`src/rtl/mux3_port_arb.sv`:
```
// Round-robin arbiter/sequencer for one shared port behind a one-hot 3:1 mux.
// Optional abort on stuck transactions: define ARB_TIMEOUT_EN.
module mux3_port_arb #(
    parameter int unsigned TIMEOUT_CYC = 255,
    parameter int unsigned CNT_W       = 8
) (
    input  logic       clk,
    input  logic       resetn,
    input  logic [2:0] req,
    output logic [2:0] sel,
    output logic       bus_req,
    input  logic       bus_addr_ok,
    input  logic       bus_data_ok,
    output logic [2:0] done,
    output logic [2:0] err,
    output logic       busy
);

    typedef enum logic [1:0] {IDLE, ADDR, DATA} state_e;

    state_e     state_q, state_d;
    logic [2:0] sel_q, sel_d;
    logic [2:0] last_q, last_d;
    logic [2:0] done_q, done_d;
    logic       bus_req_q, bus_req_d;
    logic       busy_q, busy_d;
    logic [2:0] grant;
    logic       complete;
    logic       finish;

`ifdef ARB_TIMEOUT_EN
    logic [CNT_W-1:0] cnt_q, cnt_d;
    logic [2:0]       err_q, err_d;
    logic             tmo;

    assign tmo = (state_q != IDLE) && (cnt_q == CNT_W'(TIMEOUT_CYC - 1));
`else
    logic unused_params;
    assign unused_params = ^{TIMEOUT_CYC, CNT_W};
`endif

    // Scan starts at the bit after the last winner, wrapping around.
    always_comb begin
        grant = '0;
        case (last_q)
            3'b001: begin
                if (req[1])      grant = 3'b010;
                else if (req[2]) grant = 3'b100;
                else if (req[0]) grant = 3'b001;
            end
            3'b010: begin
                if (req[2])      grant = 3'b100;
                else if (req[0]) grant = 3'b001;
                else if (req[1]) grant = 3'b010;
            end
            default: begin
                if (req[0])      grant = 3'b001;
                else if (req[1]) grant = 3'b010;
                else if (req[2]) grant = 3'b100;
            end
        endcase
    end

    assign complete = ((state_q == ADDR) && bus_addr_ok && bus_data_ok) ||
                      ((state_q == DATA) && bus_data_ok);
`ifdef ARB_TIMEOUT_EN
    assign finish = complete || tmo;
`else
    assign finish = complete;
`endif

    always_comb begin
        state_d   = state_q;
        sel_d     = sel_q;
        last_d    = last_q;
        bus_req_d = bus_req_q;
        busy_d    = busy_q;
        done_d    = '0;
`ifdef ARB_TIMEOUT_EN
        cnt_d     = cnt_q;
        err_d     = '0;
`endif
        case (state_q)
            IDLE: begin
                if (|req) begin
                    state_d   = ADDR;
                    sel_d     = grant;
                    bus_req_d = 1'b1;
                    busy_d    = 1'b1;
`ifdef ARB_TIMEOUT_EN
                    cnt_d     = '0;
`endif
                end
            end
            ADDR: begin
                if (bus_addr_ok) begin
                    state_d   = DATA;
                    bus_req_d = 1'b0;
                end
            end
            DATA: ;
            default: state_d = IDLE;
        endcase

        // A completion on the timeout cycle takes precedence over the abort.
        if (state_q != IDLE) begin
`ifdef ARB_TIMEOUT_EN
            cnt_d = cnt_q + CNT_W'(1);
`endif
            if (finish) begin
                state_d   = IDLE;
                sel_d     = '0;
                bus_req_d = 1'b0;
                busy_d    = 1'b0;
                last_d    = sel_q;
                done_d    = complete ? sel_q : 3'b000;
`ifdef ARB_TIMEOUT_EN
                err_d     = complete ? 3'b000 : sel_q;
`endif
            end
        end
    end

    always_ff @(posedge clk) begin
        if (!resetn) begin
            state_q   <= IDLE;
            sel_q     <= '0;
            last_q    <= 3'b100;
            done_q    <= '0;
            bus_req_q <= 1'b0;
            busy_q    <= 1'b0;
`ifdef ARB_TIMEOUT_EN
            cnt_q     <= '0;
            err_q     <= '0;
`endif
        end else begin
            state_q   <= state_d;
            sel_q     <= sel_d;
            last_q    <= last_d;
            done_q    <= done_d;
            bus_req_q <= bus_req_d;
            busy_q    <= busy_d;
`ifdef ARB_TIMEOUT_EN
            cnt_q     <= cnt_d;
            err_q     <= err_d;
`endif
        end
    end

    assign sel     = sel_q;
    assign bus_req = bus_req_q;
    assign done    = done_q;
    assign busy    = busy_q;
`ifdef ARB_TIMEOUT_EN
    assign err     = err_q;
`else
    assign err     = 3'b000;
`endif

endmodule

```
`config.mk`:
```
export PLATFORM = sky130hd
export DESIGN_NAME = mux3_port_arb
export DESIGN_NICKNAME = d
export VERILOG_FILES = /design/src/rtl/mux3_port_arb.sv
export SDC_FILE = /design/constraint.sdc
export NUM_CORES = 1
export LEC_CHECK = 0
export ABC_AREA = 1
export CORE_ASPECT_RATIO = 0.9
export CORE_MARGIN = 2
export CORE_UTILIZATION = 39
export DETAILED_ROUTE_END_ITERATION = 16
export PLACE_DENSITY = 0.73
export REMOVE_ABC_BUFFERS = 1
export SLEW_MARGIN = 5
export SYNTH_ARGS = -nofsm -noshare
export SYNTH_HDL_FRONTEND = slang
export SYNTH_SLANG_ARGS = --single-unit
```
`constraint.sdc`:
```
create_clock -name clk -period 1.2 [get_ports clk]
set_clock_uncertainty 0.2 [all_clocks]
set_input_delay 0.18 -clock clk [delete_from_list [all_inputs] [get_ports clk]]
set_output_delay 0.18 -clock clk [all_outputs]
set_load 0.05 [all_outputs]
```
==> impl_metrics.toml, run 1 <==
[floorplan]
initial_core_util = 0.4111
fp.coreArea_um2 = 1415
die_h_um = 40.64
row_count = 13
io_pins = 18
die_x_um = 44.72
die_area_um2 = 1817

[global_route]
grt_overflow = 0
grt_max_degree = 9
grt_pass1_wl_um = 2097
track_usage = 0.1679
grt_pass1_vias = 527
antenna_found_initial = 0

[routing]
via_per_inst = 5.024
drt_iter0_markers = 15
wl_per_cell_um = 12.98
postRouteAntennaNets = 0
finalWirelength_um = 1623
vias = 628
drc = 0
first_pass_iters = 4

[cts]
cts_sinks = 13
cts_tree = "yes"
cts_hold_buf = 0
clk_pin_slew_ns = 0.08
htreeDepth = 1
cts-root-buf = "clkbuf_4"
cts_buffer_depth = 2
numCtsBuffers = 3
clock_latency_ns = 0.29

[worst_hold_path]
hp-start = "req[2]"
worstHoldEndpoint = "sel[2]"
min_path_type = "primary input to register"
whs_path_depth = 5

[power]
p_per_area_nw_per_um2 = 1162
p_leak_nw = 0.4767
ir_drop_mv = 0.6480

[setup_path]
crit_type = "primary input to register"
r2r_end = "last_q[2]"
cp.required_ns = 1.17
crit_fanout = 7
rrSetupSlack_ns = -0.09
cp_data_arrival_time_ns = 1.29
reg2reg_depth = 5
r2r-start = "state_q[0]"
startpoint_type = "primary input"
critPathCaptureType = "register"

[yosys]
avgSynthCellArea_um2 = 7.273
synth_cell_types = 20
syn_inst = 80
yosysSeqAreaShare = 0.4473
syn_area_um2 = 581.8
synth-seq-cells = 13
yosysWarnings = 0

[sta]
grt_setup_unrepaired = "yes"
final.min_clock_period_ns = 1.318
hold_viol_final = 0
setup_violations = 11
finalCritPeriodShare = 1.099
setup_tns_ns = -0.5888
post-route-worst-setup-slack_ns = -0.1184
max_freq_mhz = 758.5
slew_violations = 0

[place]
dpl_cell_area_um2 = 872.1
placed_cells = 117
gp_congestion = 0.8052
dp_hpwl_um = 1008
pre_cts_slack_ns = -0.4083
port_buffers = 14

[outcome]
status = "finished, violations left"
violations = "setup timing"

[layout]
nNetsFinal = 118
antennaDiodeCount = 0
area.growth.synth_to_final_pct = 79.35
instances_no_fill = 125
final.fill_count = 95
final_cell_mix = "12 x buf_4, 10 x inv_1, 10 x nand2_1"
final_cell_area_um2 = 1044
layout_commonest_cell = "buf_4"
drive_above_1_share = 0.5000

[flow_run]
maxCapViolations = 0
==> metal layers <==
| metal | vias up | track usage | part of all wire |
|---|---|---|---|
| li1 | 310 | - | - |
| met1 | 297 | 0.1936 | 0.43 |
| met2 | 19 | 0.2862 | 0.52 |
| met3 | 2 | 0.03965 | 0.032 |
| met4 | 0 | 0.1061 | 0.018 |
| met5 | - | 0 | 0 |
==> critical path, cell delays in order <==
cell and delay [ns]:
clkdlybuf4s50_1 0.49, a21boi_2 0.24, nand2_4 0.09, buf_6 0.14
nand2_1 0.05, o211ai_1 0.09
==> cells in the mapped netlist (all sizes together) <==
cell type  instances  share of area
nand2             15          0.097
dfxtp             13           0.45
inv               12          0.077
nor2              10          0.069
nand3              6          0.060
a21oi              5          0.049
buf                5          0.067
nor3               3          0.026
o21ai              3          0.026
nand4              2          0.022
o22ai              2          0.022
a21boi             1          0.013
clkinv             1         0.0064
conb               1         0.0064
o211ai             1          0.013
==> what timing repair did <==
action,in CTS,in global routing
gates resized for setup,24,17
endpoints found under the setup margin,15,17
pin swaps,7,6
setup buffers,3,1
==> sequential cells by signal, indices dropped and copies added, names as in the netlist <==
| register | cells |
|---|---|
| done | 3 |
| last_q | 3 |
| sel | 3 |
| state_q | 2 |
| bus_req | 1 |
| busy | 1 |
==> per-stage QoR <==
step / total power [mW] / util / hold slack [ns]
after detailed placement: 0.8420 / 0.6163 / 0.2722
after global routing: 1.255 / 0.7374 / 0.2378
after CTS: 1.150 / 0.6914 / 0.2159
final: 1.212 / 0.7374 / 0.2093
after floorplan: 0.6666 / - / 0.07864
after global placement: 0.8351 / 0.6163 / 0.2605
==> report_power, final <==
part	leakage (nW)	switching, mW	internal (mW)
combinational	0.349	0.224	0.190
clock	0.0177	0.162	0.124
sequential	0.110	0.0439	0.468
total	0.477	0.430	0.782
==> worst max-delay path by stage <==
stage | startpoint | to
6_report | bus_data_ok | last_q[2]
5_1_grt | bus_data_ok | last_q[2]
4_1_cts | state_q[1] | sel[1]
3_5_place_dp | bus_addr_ok | last_q[2]
3_3_place_gp | bus_addr_ok | sel[1]
2_1_floorplan | state_q[0] | state_q[1]
==> cell families (layout without fill, tap and decap cells) <==
kind of cell,after synthesis,after routing,share of synthesized area
flops,13,13,0.4473
compound gates,12,12,0.1226
simple gates,36,36,0.2731
buf+inv,18,46,0.1505
other cells,1,3,0.006445
==> cell type report <==
type	count	area (um2)	area share
clock buffer	3	22.52	0.02158
clock inverter	1	5.005	0.004796
inverter	13	51.30	0.04916
multi-input combinational	51	329.1	0.3153
sequential	13	275.3	0.2638
tap	15	18.77	0.01799
timing repair buffer	29	341.6	0.3273
Note: power is estimated with default switching activity, not from simulation.
==> inputs of run 2 (changes only) <==
Settings changed: CAP_MARGIN from default to 20, CORE_ASPECT_RATIO 0.9 to default, CORE_UTILIZATION 39 to 42, CTS_BUF_LIST from default to sky130_fd_sc_hd__clkbuf_8, PLACE_DENSITY 0.73 to 0.78.
==> run 2 against run 1 <==
  * The run still ends with setup timing left
  * Clock-buffer cell count did not move
  * Wire length fell by 2.2%
  * Worst setup slack improved by 0.074 ns
  * Maximum frequency rose by 6.0%
  * Power rose by 7.2%
  * Critical path depth did not move
  * Worst hold slack got worse by 0.032 ns
  * Via count rose by 2.4%
  * Flip-flop and latch count did not move
  * First-iteration DRC count fell by 47%
  * Critical endpoint is now sel[2]
  * Highest routed layer unchanged
==> impl_metrics.toml, run 2 (synthesized netlist as in run 1, its figures left out) <==
[setup_path]
crit_type = "register to register"
crit_fanout = 5
startpoint_type = "register"
rrSetupSlack_ns = -0.04
cp.required_ns = 1.18
path_depth = 6
r2r-start = "state_q[1]"
crit_family = "simple AND/OR/NAND/NOR gates"
reg2reg_depth = 6
r2r_end = "sel[2]"
crit_chain = "nor2_4 > nor2_2 > nand2_2 > buf_6 > nand3_2 > a21oi_2"
cp_data_arrival_time_ns = 1.22
critPathCaptureType = "register"
endpoint = "sel[2]"
crit_path_max_incr_delay_ns = 0.34
crit_start = "state_q[1]"
critPathBufInv = 1
slowest_stage = "dfxtp_2"

[routing]
postRouteAntennaNets = 0
wl_per_cell_um = 12.60
first_pass_iters = 4
drt_iter0_markers = 8
wl_met3_um = 111
topRoutingLayerUsed = "met4"
wl_met2_um = 831
vias = 643
via_per_inst = 5.103
drc = 0
finalWirelength_um = 1588
met1_length_um = 604

[layout]
drive_above_1_share = 0.4595
instances_no_fill = 126
final_cell_area_um2 = 1042
nNetsFinal = 119
area.growth.synth_to_final_pct = 79.14
final_cell_mix = "13 x buf_4, 11 x inv_1, 9 x nand2_1"
layout_commonest_cell = "buf_4"
antennaDiodeCount = 0

[floorplan]
initial_core_util = 0.4471
io_pins = 18
die_h_um = 41.22
fp.coreArea_um2 = 1301
die_x_um = 41.22
row_count = 13
die_area_um2 = 1699

[sta]
hold_viol_final = 0
post-route-worst-setup-slack_ns = -0.04410
max_freq_mhz = 803.8
setup_violations = 4
finalCritPeriodShare = 1.037
final.min_clock_period_ns = 1.244
grt_setup_unrepaired = "yes"
slew_violations = 0

[global_route]
grt_max_degree = 8
grt_pass1_vias = 579
grt_overflow = 0
grt_pass1_wl_um = 2214
antenna_found_initial = 0
track_usage = 0.2125

[place]
dpl_cell_area_um2 = 894.6
placed_cells = 120
port_buffers = 14
gp_congestion = 0.7882
dp_hpwl_um = 1043

[power]
p_per_area_nw_per_um2 = 1246
ir_drop_mv = 1.071
p_leak_nw = 0.4936

[cts]
cts-root-buf = "clkbuf_8"
htreeDepth = 1
clk_pin_slew_ns = 0.06
cts_buffer_depth = 2
clock_latency_ns = 0.25
cts_sinks = 13
cts_hold_buf = 0
numCtsBuffers = 3
cts_tree = "yes"

[outcome]
violations = "setup timing"
status = "finished, violations left"

[worst_hold_path]
hp-start = "bus_addr_ok"
min_path_type = "primary input to register"

[flow_run]
maxCapViolations = 0
[run 2: report_power, final]
| group | internal, mW | switching (mW) | total, mW |
|---|---|---|---|
| registers | 0.467 | 0.0386 | 0.506 |
| logic | 0.192 | 0.213 | 0.405 |
| clock network | 0.226 | 0.161 | 0.387 |
[run 2: worst register-to-register path, delay by kind of cell (launching register included)]
kind / cells / cell delay, ns
AND/OR/NAND/NOR: 4 / 0.39
flip-flops: 1 / 0.34
AO/OA/AOI/OAI: 1 / 0.13
buffers and inverters: 1 / 0.13
[run 2: worst min path at each step]
stage | end | slack [ns] | cells after the start
floorplan | last_q[2] | 0.08 | 1
global placement | last_q[2] | 0.26 | 2
detailed placement | last_q[2] | 0.29 | 2
CTS | state_q[0] | 0.19 | 4
global route | state_q[0] | 0.24 | 4
finish | state_q[0] | 0.18 | 4
[run 2: per-layer routing]
layer | global-route usage | vias to the layer above
li1 | - | 309
met1 | 0.1928 | 304
met2 | 0.3750 | 26
met3 | 0.08152 | 4
met4 | 0.1613 | 0
met5 | 0 | -
[run 2: repair_timing]
action,CTS,global route
cloned,1,0
resized for setup,20,15
endpoints found under the hold margin,0,0
setup buffers,1,0
setup endpoints to repair,13,14
pin swaps,6,4
[run 2: metrics by stage]
step | setup slack, ns | TNS [ns] | util | hold slack, ns | power [mW]
CTS | -0.03863 | -0.1381 | 0.7702 | 0.1912 | 1.285
finish | -0.04410 | -0.07658 | 0.8010 | 0.1776 | 1.299
global route | -0.09637 | -0.4867 | 0.8010 | 0.2355 | 1.354
global placement | -0.3611 | -3.949 | 0.6875 | 0.2614 | 0.8502
floorplan | -0.1208 | -0.6067 | - | 0.07864 | 0.6666
detailed placement | -0.3892 | -4.165 | 0.6875 | 0.2852 | 0.8595
[run 2: final cells by class]
class                      count  area (um2)
clock buffer                   3       41.29
inverter                      13       51.30
multi-input combinational     51       300.3
fill                          83       259.0
timing repair buffer          30       357.8
sequential                    13       269.0
clock inverter                 1       3.754
tap                           15       18.77
==> inputs of run 3 (changes only) <==
Settings changed: PLACE_DENSITY 0.78 to 0.86.
==> run 3 against run 2 <==
  * The run still ends with setup timing left
  * Register-to-register slack worse by 0.03 ns
  * Sequential share of layout area is 0.062 points lower
  * Critical path depth did not move
  * Clock-buffer cell count unchanged
  * Combinational power grew 2%
  * Final cell count grew 0.79%
  * Clock power increased by 2%
  * Via count is 1.6% higher
  * Largest cell class unchanged
  * Critical path type unchanged
  * Power increased by 1.6%
  * Utilization grew 0.19 points
  * Global-route usage grew 4.1 points
==> impl_metrics.toml, run 3 (synthesized netlist as in run 1, its figures left out) <==
[floorplan]
fp.coreArea_um2 = 1301
die_area_um2 = 1699
initial_core_util = 0.4471
row_count = 13
die_x_um = 41.22
die_h_um = 41.22
io_pins = 18

[cts]
cts-root-buf = "clkbuf_8"
cts_sinks = 13
clock_latency_ns = 0.25
numCtsBuffers = 3
cts_buffer_depth = 2
htreeDepth = 1
cts_tree = "yes"
cts_hold_buf = 0
clk_pin_slew_ns = 0.06

[layout]
final.fill_count = 76
layout_commonest_cell = "buf_4"
drive_above_1_share = 0.4107
antennaDiodeCount = 0
area.growth.synth_to_final_pct = 79.57
nNetsFinal = 120
final_cell_mix = "14 x buf_4, 13 x inv_1, 12 x nand2_1"

[setup_path]
critPathBufInv = 2
critPathCaptureType = "register"
crit_type = "register to register"
startpoint_type = "register"
crit_top_cell = "nand2_4"
cp.required_ns = 1.17
slowest_stage = "dfxtp_4"
crit_path_max_incr_delay_ns = 0.38
crit_family = "flip-flops"
crit_fanout = 6
cp_data_arrival_time_ns = 1.24
crit_chain = "nand2_4 > inv_4 > nor2_4 > nand2_4 > buf_4 > o22ai_1"

[sta]
setup_violations = 6
finalCritPeriodShare = 1.062
max_freq_mhz = 785.0
hold_ws_ns = 0.2391
final.min_clock_period_ns = 1.274
post-route-worst-setup-slack_ns = -0.07394
hold_viol_final = 0
slew_violations = 0
grt_setup_unrepaired = "yes"

[place]
port_buffers = 14
gp_congestion = 0.8543
dp_hpwl_um = 1175

[routing]
first_pass_iters = 4
vias = 653
wl_per_cell_um = 14.91
drt_iter0_markers = 19
drc = 0
postRouteAntennaNets = 0
via_per_inst = 5.142
finalWirelength_um = 1894

[global_route]
track_usage = 0.2539
grt_overflow = 0
grt_max_degree = 8
grt_pass1_vias = 650
grt_pass1_wl_um = 2663
antenna_found_initial = 0

[power]
p_leak_nw = 0.5044
p_per_area_nw_per_um2 = 1262
ir_drop_mv = 1.245
p_total_mw = 1.319

[worst_hold_path]
min_path_type = "primary input to register"

[flow_run]
maxCapViolations = 0

[outcome]
violations = "setup timing"
status = "finished, violations left"
==> run 3: cell type report <==
cell class | instances | area [um2] | share of cell area
Clock buffer | 3 | 41.29 | 0.03952
Multi-Input combinational cell | 51 | 301.5 | 0.2886
Clock inverter | 1 | 3.754 | 0.003593
Sequential cell | 13 | 269.0 | 0.2575
Tap cell | 15 | 18.77 | 0.01796
Timing Repair Buffer | 31 | 359.1 | 0.3437
Inverter | 13 | 51.30 | 0.04910
==> run 3: where the power goes <==
group	leakage, nW	internal, mW	total, mW	switching, mW
clock network	0.0269	0.227	0.394	0.167
registers	0.109	0.467	0.511	0.0434
logic	0.369	0.193	0.414	0.221
==> run 3: routing by layer <==
layer  up-vias  track usage  share of wire
li1        313            -              -
met1       313       0.2222           0.37
met2        21       0.4688           0.55
met3         6       0.1413          0.057
met4         0       0.1048          0.024
met5         -            0              0
==> run 3: path summary, 6_finish.rpt <==
| kind | from | endpoint | slack, ns | depth (start not counted) |
|---|---|---|---|---|
| worst max-delay path | state_q[0] | last_q[0] | -0.07 | 6 |
| worst min-delay path | bus_data_ok | last_q[1] | 0.24 | 4 |
| worst max register to register | state_q[0] | last_q[0] | -0.07 | 6 |
| worst min register to register | sel[1] | sel[1] | 0.31 | 2 |
==> run 3: metrics by stage <==
stage               area, um2  utilization  setup slack (ns)  setup TNS [ns]  instances
global route             1045       0.8029           -0.1043         -0.6952        127
floorplan               550.5            -           -0.1208         -0.6067         77
finish                   1045       0.8029          -0.07394         -0.3036        127
global placement        902.1       0.6933           -0.4264          -4.814        121
CTS                     992.2       0.7625          -0.06862         -0.3318        127
detailed placement      902.1       0.6933           -0.4788          -5.105        121
==> run 3: worst register-to-register path: stages, from the launching register on <==
cell and delay, ns:
dfxtp_4 0.38, nand2_4 0.07, inv_4 0.04, nor2_4 0.11, nand2_4 0.09, buf_4 0.15
o22ai_1 0.15
==> run 3: repair_timing <==
action,4_1_cts,5_1_grt
setup endpoints to repair,13,15
gates cloned,0,0
buffers inserted,2,0
pin swaps,5,4
resized for setup,15,16
==> patch 1 (flow settings as in run 1) <==
Make the reset (`resetn`) asynchronous in one clocked block.
--- a/src/rtl/mux3_port_arb.sv
+++ b/src/rtl/mux3_port_arb.sv
@@ -122,5 +122,5 @@
     end
 
-    always_ff @(posedge clk) begin
+    always_ff @(posedge clk or negedge resetn) begin
         if (!resetn) begin
             state_q   <= IDLE;
Behaviour: differs if resetn is asserted again (counterexample within 4 cycles, from zero or initial values and one cycle with resetn low); with resetn held inactive, the same outputs for 10 cycles.
==> patch 1 against run 1 <==
The flow still finishes with violations (setup timing); first-iteration DRC count is 33% higher; wire length fell by 5.5%; area after synthesis increased by 15%; largest cell class is now sequential cells; sequential cell count is the same; via count fell by 3.7%; worst setup slack lost 24 ps; final area shrank 0.84%; sequential share of layout area is 5.2 points higher.
Power is not compared: it rests on default switching activity, and its combinational part moved more than twofold at a synthesized area within 25%.
==> patch 1: results (changes against run 1) <==
[outcome]
outcome=complete, but fails checks
violations=setup timing

[place]
dp_slack_ps=-324  ; +84.6 ps
post-dp-hpwl_um=1030  ; +2.6%
gp_congestion=0.747  ; -7.2%
port_buffers=14  ; unchanged

[grt]
grt_max_degree=8  ; -1
grt_pass1_wl_um=2610  ; +24%
first_global_vias=606  ; +15%
antenna_found_initial=0  ; unchanged
grt_usage_pct=18.3  ; +1.5 points

[synthesis]
synth.distinct_cells=19  ; -5.0%
yosys-top-cells-area=dfrtp_1 (45%), nand2_1 (11%), nand3_1 (6.0%)
yosysSeqAreaShare_pct=49.0  ; +4.2 points
ys_warn_count=0  ; unchanged
synthTopCellsByCount=nand2_1 (19), dfrtp_1 (12), inv_1 (10), nand3_1 (8), nor2_1 (8)
avgSynthCellArea_um2=8.34  ; +15%
async_flop_share_pct=100  ; +100 points

[finish]
nFillCells=146  ; +54%
insertedDiodeCount=0  ; unchanged
drive_gt1_share_pct=36.7  ; -13 points
final_net_count=117  ; -0.85%
fin_cells=133  ; +6.4%

[min_path]
hold_class=in2async

[route]
drt_iter0_markers=20  ; +5
wl_per_cell_um=11.5  ; -11%
via_per_inst=4.55  ; -9.5%

[critical_path]
cp_max_fo=5  ; -2
startpoint=state_q[0]

[clock_tree]
cts_max_level=1  ; unchanged
path_clk_slew_ps=80  ; about the same
worstSkewPairLatency_ps=280
cts.path.max_buffers=2  ; unchanged

[power_and_ir_drop]
leakagePower_nw=0.518

[timing]
fin_ws_ps=-142  ; -23.8 ps
setup_violations=20  ; +9

-- patch 1: cell types whose count changed in the layout (fill, tap and decap cells not counted), moves of 4 or more --
cell | run 1 | this run
o21ai_2 | 0 | 4
nand2_1 | 10 | 18
dfxtp_2 | 6 | 0
dfrtp_1 | 0 | 12
nand3_1 | 3 | 7
dfxtp_1 | 5 | 0
-- patch 1: power by group --
part	total (mW)	internal, mW	switching, mW
sequential	0.784	0.617	0.167
clock	0.276	0.129	0.147
combinational	1.69	0.746	0.946
total	2.75	1.49	1.26
-- patch 1: layer usage --
| layer | vias to the layer above | part of all wire (%) | track usage (%) |
|---|---|---|---|
| li1 | 294 | - | - |
| met4 | 0 | 1.8 | 6.49 |
| met2 | 21 | 48 | 30.5 |
| met5 | - | 0 | 0 |
| met3 | 3 | 5.0 | 2.98 |
| met1 | 287 | 45 | 23.1 |
-- patch 1: area by class of cell --
class	count	area (um^2)	area share [%]
Clock buffer	4	26.3	2.54
Tap cell	24	30.0	2.90
Sequential cell	13	327	31.6
Multi-Input combinational cell	52	283	27.3
Timing Repair Buffer	26	314	30.4
Inverter	14	55.1	5.32
-- patch 1: what timing repair did --
item	4_1_cts	5_1_grt
cloned	1	0
resized for setup	4	2
setup buffers	3	0
setup endpoints to repair	20	21
pin swaps	0	1
-- patch 1: critical path: stages (launching register included) --
cell and delay (ps):
dfrtp_1 410, nor2_2 210, o21ai_1 90, buf_4 160, nand3_1 100, nand2_1 60
-- patch 1: final timing paths --
check                           slack [ps]  depth (start not counted)          to
worst max-delay path                  -140                          5      sel[1]
worst min-delay path                    50                          2      sel[2]
max in group asynchronous              610                          2     done[1]
worst min register to register         280                          2   last_q[2]
worst max register to register        -140                          5      sel[1]
min in group clk                       270                          2  state_q[1]
-- patch 1: through the flow --
step                      instance area (um^2)  setup TNS, ps  utilization [%]
final                                     1030          -1530             62.8
after global routing                      1030          -2630             62.8
after CTS                                 1020          -1540             62.2
after detailed placement                   955          -3180             58.0
after global placement                     955          -2930             58.0
after floorplan                            637          -40.4                -
-- patch 1: cells by family (layout without fill, tap and decap cells) --
kind of cell | Yosys count | count (layout) | synth area share [%]
other | 1 | 3 | 0.562
DFF | 13 | 13 | 49.0
and+or+nand+nor | 41 | 42 | 29.1
AOI/OAI and AO/OA | 7 | 7 | 7.88
buffers and inverters | 18 | 44 | 13.5
==> patch 2 (settings of run 1) <==
Without the edit above. Build with the macro `ARB_TIMEOUT_EN` defined.
--- a/src/rtl/mux3_port_arb.sv
+++ b/src/rtl/mux3_port_arb.sv
@@ -1,4 +1,6 @@
 // Round-robin arbiter/sequencer for one shared port behind a one-hot 3:1 mux.
 // Optional abort on stuck transactions: define ARB_TIMEOUT_EN.
+`define ARB_TIMEOUT_EN
+
 module mux3_port_arb #(
     parameter int unsigned TIMEOUT_CYC = 255,
Check against the original RTL: no difference found for any inputs over 10 cycles, from zero or initial values and one cycle with resetn low; that may be too few to reach the edited logic, so the function may still have changed.
==> patch 2 against run 1 <==
The run still ends with setup timing left; largest cell class is now multi-input combinational cells; sequential cell count grew 11; final area increased by 73%; worst setup slack got worse by 160 ps; area after synthesis rose by 84%; fmax fell by 11%; total power rose by 58%; highest routed layer unchanged; core utilization down 6.3 points; wire length is 70% higher.
==> patch 2: results (changes against run 1) <==
[power_and_ir_drop]
p_int_mw=1.31  ; +67%
leakagePower_nw=0.778  ; +63%
pg_seq_mw=0.882  ; +72%
peakVddDrop_uv=537  ; -17%
p_clk_share_pct=22.9  ; -0.7 points

[synthesis]
yosysSeqAreaShare_pct=44.9  ; +0.18 points
yosys-top-cells-area=dfxtp_1 (45%), nand2_1 (11%), nor2_1 (7.4%)
synth.distinct_cells=24  ; +20%
ys_warn_count=0  ; unchanged
syn_inst=143  ; +79%
async_flop_share_pct=0  ; unchanged
yosys.area_share.adder_pct=2.34  ; +2.3 points
synth_compound_area_share_pct=8.77  ; -3.5 points

[grt]
grt_usage_pct=18.9  ; +2.1 points
first_global_vias=1053  ; +100%
grt_pass1_wl_um=4510  ; +110%

[clock_tree]
cts_max_level=1  ; unchanged

[critical_path]
cp_max_fo=5  ; -2
critPathMaxStageDelay_ps=380  ; -110 ps
crit_path_top_delay_cell=dfxtp_1
cp_top_family=simple AND/OR/NAND/NOR gates
worstPathArrival_ps=1550  ; +260 ps

[finish]
drive_gt1_share_pct=49.2  ; -0.79 points
nFillCells=202  ; +110%
final_net_count=201  ; +70%

[place]
dp.cells=209  ; +79%
dp_slack_ps=-503  ; -94.8 ps
post-dp-hpwl_um=1900  ; +89%
gp_congestion=0.801  ; -0.57%

[route]
drt_iter0_markers=47  ; +32
wl_per_cell_um=12.5  ; -3.6%
totalWireLength_um=2770  ; +70%

[outcome]
outcome=complete, but fails checks
violations=setup timing

[timing]
setup_violations=30  ; +19
fin_ws_ps=-277  ; -159 ps

## patch 2: layout make-up
cell class | instances | area, um^2 | area share [%]
Clock buffer | 4 | 36.3 | 2.01
Multi-Input combinational cell | 97 | 621 | 34.3
Inverter | 20 | 82.6 | 4.57
Tap cell | 30 | 37.5 | 2.08
Timing Repair Buffer | 46 | 517 | 28.6
Sequential cell | 24 | 514 | 28.4
## patch 2: logic make-up after synthesis
family / Yosys count
compound gates: 15
xor+xnor: 1
fa+ha+maj: 2
buf+inv: 22
flops: 24
simple gates: 79
## patch 2: final timing paths
path / start / slack, ps / depth (start not counted) / to
max: cnt_q[2] / -280 / 6 / done[1]
min: last_q[0] / 310 / 2 / last_q[0]
max reg2reg: cnt_q[2] / -280 / 6 / done[1]
min reg2reg: last_q[0] / 310 / 2 / last_q[0]
## patch 2: metal layers
layer	GRT usage (%)	vias to the layer above	part of all wire, %	wire length (um)
met5	0	-	0	0
met4	5.68	0	1.6	44
met3	3.13	7	5.4	150
met2	34.8	40	52	1440
met1	22.5	519	41	1130
li1	-	550	-	-
## patch 2: tightest hold or removal path, cell delays in order (launching register included)
cell and delay, ps:
dfxtp_1 350, nand2_1 70, nand2_1 60
## patch 2: stage by stage
step | TNS, ps | power [mW] | cell area (um^2)
floorplan | -3460 | 1.11 | 1050
global placement | -8250 | 1.33 | 1530
detailed placement | -9250 | 1.34 | 1530
CTS | -4170 | 1.88 | 1760
global route | -6540 | 2.00 | 1810
finish | -4500 | 1.91 | 1810
## patch 2: timing repair
| action | in CTS | in global routing |
|---|---|---|
| pin swaps | 18 | 7 |
| gates resized for setup | 52 | 14 |
| buffers inserted | 8 | 0 |
| endpoints found under the setup margin | 35 | 35 |
